[config.mk]
export PLATFORM = sky130hd
export DESIGN_NAME = sys_bridge
export DESIGN_NICKNAME = d
export VERILOG_FILES = /design/src/rtl/bridge_pkg.sv /design/src/rtl/irq_sync.sv /design/src/rtl/sys_bridge.sv
export SDC_FILE = /design/constraint.sdc
export NUM_CORES = 1
export LEC_CHECK = 0
export CORE_AREA = 5 5 183 185
export DETAILED_ROUTE_END_ITERATION = 16
export DIE_AREA = 0 0 188 190
export HOLD_SLACK_MARGIN = 0.08
export MAX_ROUTING_LAYER = met4
export PLACE_DENSITY = 0.74
export SLEW_MARGIN = 30
export SYNTH_ARGS = -nofsm -noshare
export SYNTH_HDL_FRONTEND = slang
export SYNTH_SLANG_ARGS = --single-unit
[constraint.sdc]
create_clock -name clk -period 11.5 [get_ports clk]
set_clock_uncertainty 0.15 [all_clocks]
set_input_delay 1.15 -clock clk [delete_from_list [all_inputs] [get_ports clk]]
set_output_delay 1.15 -clock clk [all_outputs]
set_load 0.01 [all_outputs]
[src/rtl/bridge_pkg.sv]
// Shared types and default address map for the CPU-to-slave bridge.
// Slave order: DM, timer, UART, switches, LED, tube, key, unused.
package bridge_pkg;

    typedef enum logic [1:0] {
        ST_IDLE,
        ST_ACCESS,
        ST_WAITS,
        ST_DONE
    } state_t;

    localparam logic [31:0] ERR_RDATA = 32'hFFFF_FFFF;

    localparam logic [31:0] DM_BASE    = 32'h0000_0000;
    localparam logic [31:0] DM_LIMIT   = 32'h0000_1FFF;
    localparam logic [31:0] TMR_BASE   = 32'h0000_7F00;
    localparam logic [31:0] TMR_LIMIT  = 32'h0000_7F0B;
    localparam logic [31:0] UART_BASE  = 32'h0000_7F10;
    localparam logic [31:0] UART_LIMIT = 32'h0000_7F2B;
    localparam logic [31:0] SW_BASE    = 32'h0000_7F2C;
    localparam logic [31:0] SW_LIMIT   = 32'h0000_7F33;
    localparam logic [31:0] LED_BASE   = 32'h0000_7F34;
    localparam logic [31:0] LED_LIMIT  = 32'h0000_7F37;
    localparam logic [31:0] TUBE_BASE  = 32'h0000_7F38;
    localparam logic [31:0] TUBE_LIMIT = 32'h0000_7F3F;
    localparam logic [31:0] KEY_BASE   = 32'h0000_7F40;
    localparam logic [31:0] KEY_LIMIT  = 32'h0000_7F43;

    // Slot 7 has base above limit so it never matches.
    localparam logic [255:0] DEF_BASE = {
        32'hFFFF_FFFF, KEY_BASE, TUBE_BASE, LED_BASE,
        SW_BASE, UART_BASE, TMR_BASE, DM_BASE
    };

    localparam logic [255:0] DEF_LIMIT = {
        32'h0000_0000, KEY_LIMIT, TUBE_LIMIT, LED_LIMIT,
        SW_LIMIT, UART_LIMIT, TMR_LIMIT, DM_LIMIT
    };

    localparam logic [31:0] DEF_WAIT = 32'h0000_0001;

endpackage

[src/rtl/irq_sync.sv]
// Two-flop synchroniser for asynchronous device interrupt lines.
module irq_sync #(
    parameter int W = 6
) (
    input  logic         clk,
    input  logic         reset,
    input  logic [W-1:0] i_d,
    output logic [W-1:0] o_q
);

    logic [W-1:0] r_meta;
    logic [W-1:0] r_sync;

    always_ff @(posedge clk or posedge reset) begin
        if (reset) begin
            r_meta <= '0;
            r_sync <= '0;
        end else begin
            r_meta <= i_d;
            r_sync <= r_meta;
        end
    end

    assign o_q = r_sync;

endmodule

[src/rtl/sys_bridge.sv]
// Decodes CPU accesses onto N slave windows, sequences wait states
// and returns registered read data with a ready/error handshake.
module sys_bridge
    import bridge_pkg::*;
#(
    parameter int                  N_SLV = 8,
    parameter int                  DW    = 32,
    parameter logic [N_SLV*32-1:0] BASE  = DEF_BASE,
    parameter logic [N_SLV*32-1:0] LIMIT = DEF_LIMIT,
    parameter logic [N_SLV*4-1:0]  WAIT  = DEF_WAIT,
    parameter int                  IRQW  = 6
) (
    input  logic              clk,
    input  logic              reset,
    input  logic              cpu_req,
    input  logic              cpu_we,
    input  logic [31:0]       cpu_addr,
    input  logic [DW-1:0]     cpu_wdata,
    input  logic [DW/8-1:0]   cpu_be,
    output logic              cpu_ready,
    output logic              cpu_err,
    output logic [DW-1:0]     cpu_rdata,
    output logic [31:0]       err_addr,
    output logic [N_SLV-1:0]  slv_sel,
    output logic              slv_we,
    output logic [31:0]       slv_addr,
    output logic [DW-1:0]     slv_wdata,
    output logic [DW/8-1:0]   slv_be,
    input  logic [N_SLV*DW-1:0] slv_rdata,
    input  logic [IRQW-1:0]   dev_irq,
    output logic [IRQW-1:0]   hwint
);

    localparam int IW = (N_SLV > 1) ? $clog2(N_SLV) : 1;

    state_t            r_state;
    logic [3:0]        r_cnt;
    logic [IW-1:0]     r_idx;
    logic              r_we;
    logic              r_ready;
    logic              r_err;
    logic [DW-1:0]     r_rdata;
    logic [31:0]       r_err_addr;
    logic [N_SLV-1:0]  r_sel;
    logic              r_swe;
    logic [31:0]       r_addr;
    logic [DW-1:0]     r_wdata;
    logic [DW/8-1:0]   r_be;

    logic              w_hit;
    logic [N_SLV-1:0]  w_onehot;
    logic [31:0]       w_off;
    logic [3:0]        w_wait;
    logic [IW-1:0]     w_idx;
    logic [DW-1:0]     w_rsel;
    logic              w_last;

    // Descending scan so the lowest matching index overwrites the rest.
    always_comb begin
        w_hit    = 1'b0;
        w_onehot = '0;
        w_off    = '0;
        w_wait   = '0;
        w_idx    = '0;
        for (int i = N_SLV - 1; i >= 0; i--) begin
            if (cpu_addr >= BASE[32*i +: 32] &&
                cpu_addr <= LIMIT[32*i +: 32]) begin
                w_hit       = 1'b1;
                w_onehot    = '0;
                w_onehot[i] = 1'b1;
                w_off       = cpu_addr - BASE[32*i +: 32];
                w_wait      = WAIT[4*i +: 4];
                w_idx       = IW'(i);
            end
        end
    end

    assign w_rsel = slv_rdata[int'(r_idx)*DW +: DW];
    assign w_last = (r_state == ST_ACCESS && r_cnt == 4'd0) ||
                    (r_state == ST_WAITS  && r_cnt == 4'd1);

    always_ff @(posedge clk or posedge reset) begin
        if (reset) begin
            r_state    <= ST_IDLE;
            r_cnt      <= '0;
            r_idx      <= '0;
            r_we       <= 1'b0;
            r_ready    <= 1'b0;
            r_err      <= 1'b0;
            r_rdata    <= '0;
            r_err_addr <= '0;
            r_sel      <= '0;
            r_swe      <= 1'b0;
            r_addr     <= '0;
            r_wdata    <= '0;
            r_be       <= '0;
        end else begin
            r_sel   <= '0;
            r_swe   <= 1'b0;
            r_ready <= 1'b0;
            r_err   <= 1'b0;
            unique case (r_state)
                ST_IDLE: begin
                    if (cpu_req) begin
                        r_we    <= cpu_we;
                        r_wdata <= cpu_wdata;
                        r_be    <= cpu_be;
                        if (w_hit) begin
                            r_state <= ST_ACCESS;
                            r_sel   <= w_onehot;
                            r_swe   <= cpu_we;
                            r_addr  <= w_off;
                            r_cnt   <= w_wait;
                            r_idx   <= w_idx;
                        end else begin
                            r_state    <= ST_DONE;
                            r_ready    <= 1'b1;
                            r_err      <= 1'b1;
                            r_rdata    <= DW'(ERR_RDATA);
                            r_err_addr <= cpu_addr;
                        end
                    end
                end
                ST_ACCESS, ST_WAITS: begin
                    if (r_state == ST_WAITS)
                        r_cnt <= r_cnt - 4'd1;
                    if (w_last) begin
                        r_state <= ST_DONE;
                        r_ready <= 1'b1;
                        if (!r_we)
                            r_rdata <= w_rsel;
                    end else begin
                        r_state <= ST_WAITS;
                    end
                end
                ST_DONE: r_state <= ST_IDLE;
            endcase
        end
    end

    assign cpu_ready = r_ready;
    assign cpu_err   = r_err;
    assign cpu_rdata = r_rdata;
    assign err_addr  = r_err_addr;
    assign slv_sel   = r_sel;
    assign slv_we    = r_swe;
    assign slv_addr  = r_addr;
    assign slv_wdata = r_wdata;
    assign slv_be    = r_be;

    irq_sync #(.W(IRQW)) u_irq_sync (
        .clk   (clk),
        .reset (reset),
        .i_d   (dev_irq),
        .o_q   (hwint)
    );

endmodule

==> impl_metrics.ini <==
[run_status]
status = complete, no violations

[route]
ant_nets = 0
avgViaCountPerCell = 5.29
wl_per_cell_um = 23.5
drt_iter0_drc = 627
wl_um = 41700
drc = 0
first_pass_iters = 6
vias = 9373

[clock_network]
cts_setup_buffers = 0
cts_resized = 0
numCtsBuffers = 17
clockBufferDepth = 2
insertion_delay_ns = 0.43
clk_pin_slew_worst_paths_ns = 0.08
cts_max_level = 4
cts_root_buffer = clkbuf_16
hold_buffers = 0
cts_sinks = 165
tritoncts = built

[worst_setup_path]
cp-start-kind = input pin
path_max_fanout = 34
r2r_start = r_state[1]$_DFFE_PP0P_
crit_type = in2reg
end_kind = flop
rrSetupSlack_ns = 8.31
timing.rr.end = err_addr[14]$_DFFE_PP0P_
critPathRequiredTime_ns = 11.67
cp.arrival_ns = 5.20
reg2regPathDepth = 5

[floorplan]
die_h_um = 190
row_count = 66
top_level_ports = 483
initial_core_util_pct = 30.8
core_um2 = 31900
fp.dieW_um = 188
dieArea_um2 = 35700

[sta]
slew_headroom_pct = 35.3
post-route-min-period_ns = 5.04
setup_violations = 0
rsz0062_at_grt = no
fmax_mhz = 199
timing.final.crit_share_pct = 43.8
hold_viol_final = 0
setup_ws_ns = 6.46
worstMarginPinSlew_ns = 0.971
drv_slew = 0
fin_tns_setup_ns = 0

[synthesis]
synth_edf_count = 0
ys_types = 74
synth_top_cell_by_area = dfrtp_1
ys.flop_type = dfrtp_1
ys_seq_area_share_pct = 42.1
yosysMostFrequentCell = nand2_1
synth_cells = 895
ys_warn_count = 0
synth_top_cells_by_count = nand2_1, dfrtp_1, mux4_2
yosys-top-cells-area = dfrtp_1, mux4_2, nand2_1
netlist_area_um2 = 9820
async_flop_share_pct = 100
syn_nets = 1254
yosys.area.top_type_share_pct = 42.1
syn_area_per_cell_um2 = 11.0
synth_seq_cells = 165

[power]
netSwitchingFraction_pct = 34.8
max-vdd-ir-drop_mv = 0.0997
p_int_mw = 1.65
seq_power_share_pct = 34.5
p_clk_share_pct = 23.1
leakagePower_nw = 6.23
p_switching_mw = 0.883
combPwrFrac_pct = 42.4
power_density_nw_per_um2 = 163

[hold_path]
hold_end = u_irq_sync.o_q[1]$_DFF_PP0_
hp-start = u_irq_sync.r_meta[1]$_DFF_PP0_
min_path_cells = 0
hp-class = reg2reg

[global_routing]
busiest_layer = met2
met3_usage_pct = 6.20
grt_pass1_vias = 9872
met1_usage_pct = 28.1
grtUsageMet2_pct = 38.7
antenna_found_initial = 6
grt_pass1_wl_um = 62400
overflow = 0
grt_start_max_net_pins = 86
grt_use_total_pct = 23.3

[place]
post-place-ws_ns = 5.99
dpl.hpwl_um = 33000
numPortBuffers = 482
gp_congestion = 0.914

[finish]
nets = 1705
area_growth_pct = 58.8
drive_above_1_share_pct = 11.3

[run]
max-cap-violations = 0
[cell usage in the layout, fill, tap and decap left out, types with 9 or more instances in the layout]
cell type	Yosys	routed
clkdlybuf4s50_1	0	482
nand2_1	183	183
dfrtp_1	165	162
mux4_2	64	64
mux2_1	40	40
nor2_1	38	38
mux2i_1	36	36
mux2_2	25	25
ha_1	25	25
o21ai_0	23	22
a21o_1	21	21
nand3_1	20	20
a21oi_1	20	20
inv_1	20	19
clkbuf_16	0	17
nor3_1	15	14
nor4_1	12	12
nand4_1	9	9
[layer usage]
| layer | up-vias | share of wire [%] | wire, um |
|---|---|---|---|
| li1 | 4202 | - | - |
| met1 | 4688 | 40 | 16600 |
| met2 | 439 | 50 | 20900 |
| met3 | 44 | 7.9 | 3300 |
| met4 | 0 | 2.0 | 820 |
| met5 | - | 0 | 0 |
[final cells by class]
type / instances / area [um^2]
fill: 2943 / 16300
tap: 408 / 510
clock buffer: 18 / 429
multi-input combinational: 652 / 5360
timing repair buffer: 490 / 4890
antenna: 6 / 15.0
inverter: 20 / 80.1
clock inverter: 14 / 173
sequential: 165 / 4140
[power by group through the flow]
stage / Combinational (mW) / Sequential (mW) / Clock, mW
after floorplan: 0.402 / 0.954 / 0
after CTS: 1.09 / 0.873 / 0.606
final: 1.08 / 0.874 / 0.587
after detailed placement: 1.08 / 0.884 / 0
after global placement: 1.06 / 0.874 / 0
after global routing: 1.16 / 0.899 / 0.632
[sequential cells by signal, indices dropped and copies added, names as in the netlist]
name               flops
cpu_rdata             32
err_addr              32
slv_addr              32
slv_wdata             32
slv_sel                8
u_irq_sync.o_q         6
u_irq_sync.r_meta      6
r_cnt                  4
slv_be                 4
r_idx                  3
r_state                2
cpu_err                1
cpu_ready              1
r_we                   1
slv_we                 1
[through the flow]
stage	hold slack [ns]	power, mW	instances	utilization (%)	instance area (um^2)
final	0.202	2.54	1773	48.9	15600
after global routing	0.219	2.69	1773	48.9	15600
after CTS	0.203	2.57	1767	48.9	15600
after detailed placement	0.186	1.97	1735	47.0	15000
after global placement	0.181	1.93	1735	47.0	15000
after floorplan	0.181	1.36	895	-	9820
[worst max-delay path by stage]
stage | from | endpoint | slack, ns | depth (start not counted)
finish | cpu_addr[6] | err_addr[29]$_DFFE_PP0P_ | 6.46 | 10
global route | cpu_addr[6] | err_addr[14]$_DFFE_PP0P_ | 6.12 | 10
CTS | cpu_addr[6] | err_addr[20]$_DFFE_PP0P_ | 6.44 | 10
detailed placement | cpu_addr[6] | err_addr[22]$_DFFE_PP0P_ | 5.99 | 10
global placement | cpu_addr[6] | slv_addr[12]$_DFFE_PP0P_ | 6.08 | 10
floorplan | reset | cpu_err$_DFF_PP0_ | 5.74 | 1
[logic make-up (layout without fill, tap and decap cells)]
logic type	after synthesis	after routing	synth area share, %
adder cells (fa/ha/maj)	25	25	3.19
flip-flops	165	165	42.1
XOR/XNOR	6	6	0.535
multiplexers	165	165	25.8
other	1	7	0.0382
AO/OA/AOI/OAI	140	140	10.6
AND/OR/NAND/NOR	315	315	14.3
buffers and inverters	78	542	3.49
[worst max-delay path: stages]
cell	delay, ns
clkdlybuf4s50_1	0.69
inv_1	0.20
ha_1	0.51
nor2b_1	0.38
o21ai_0	0.23
a21oi_1	0.28
o21a_1	0.55
nor3_4	0.11
nand2_2	0.63
mux2_2	0.41
(Power assumes the default switching activity.)
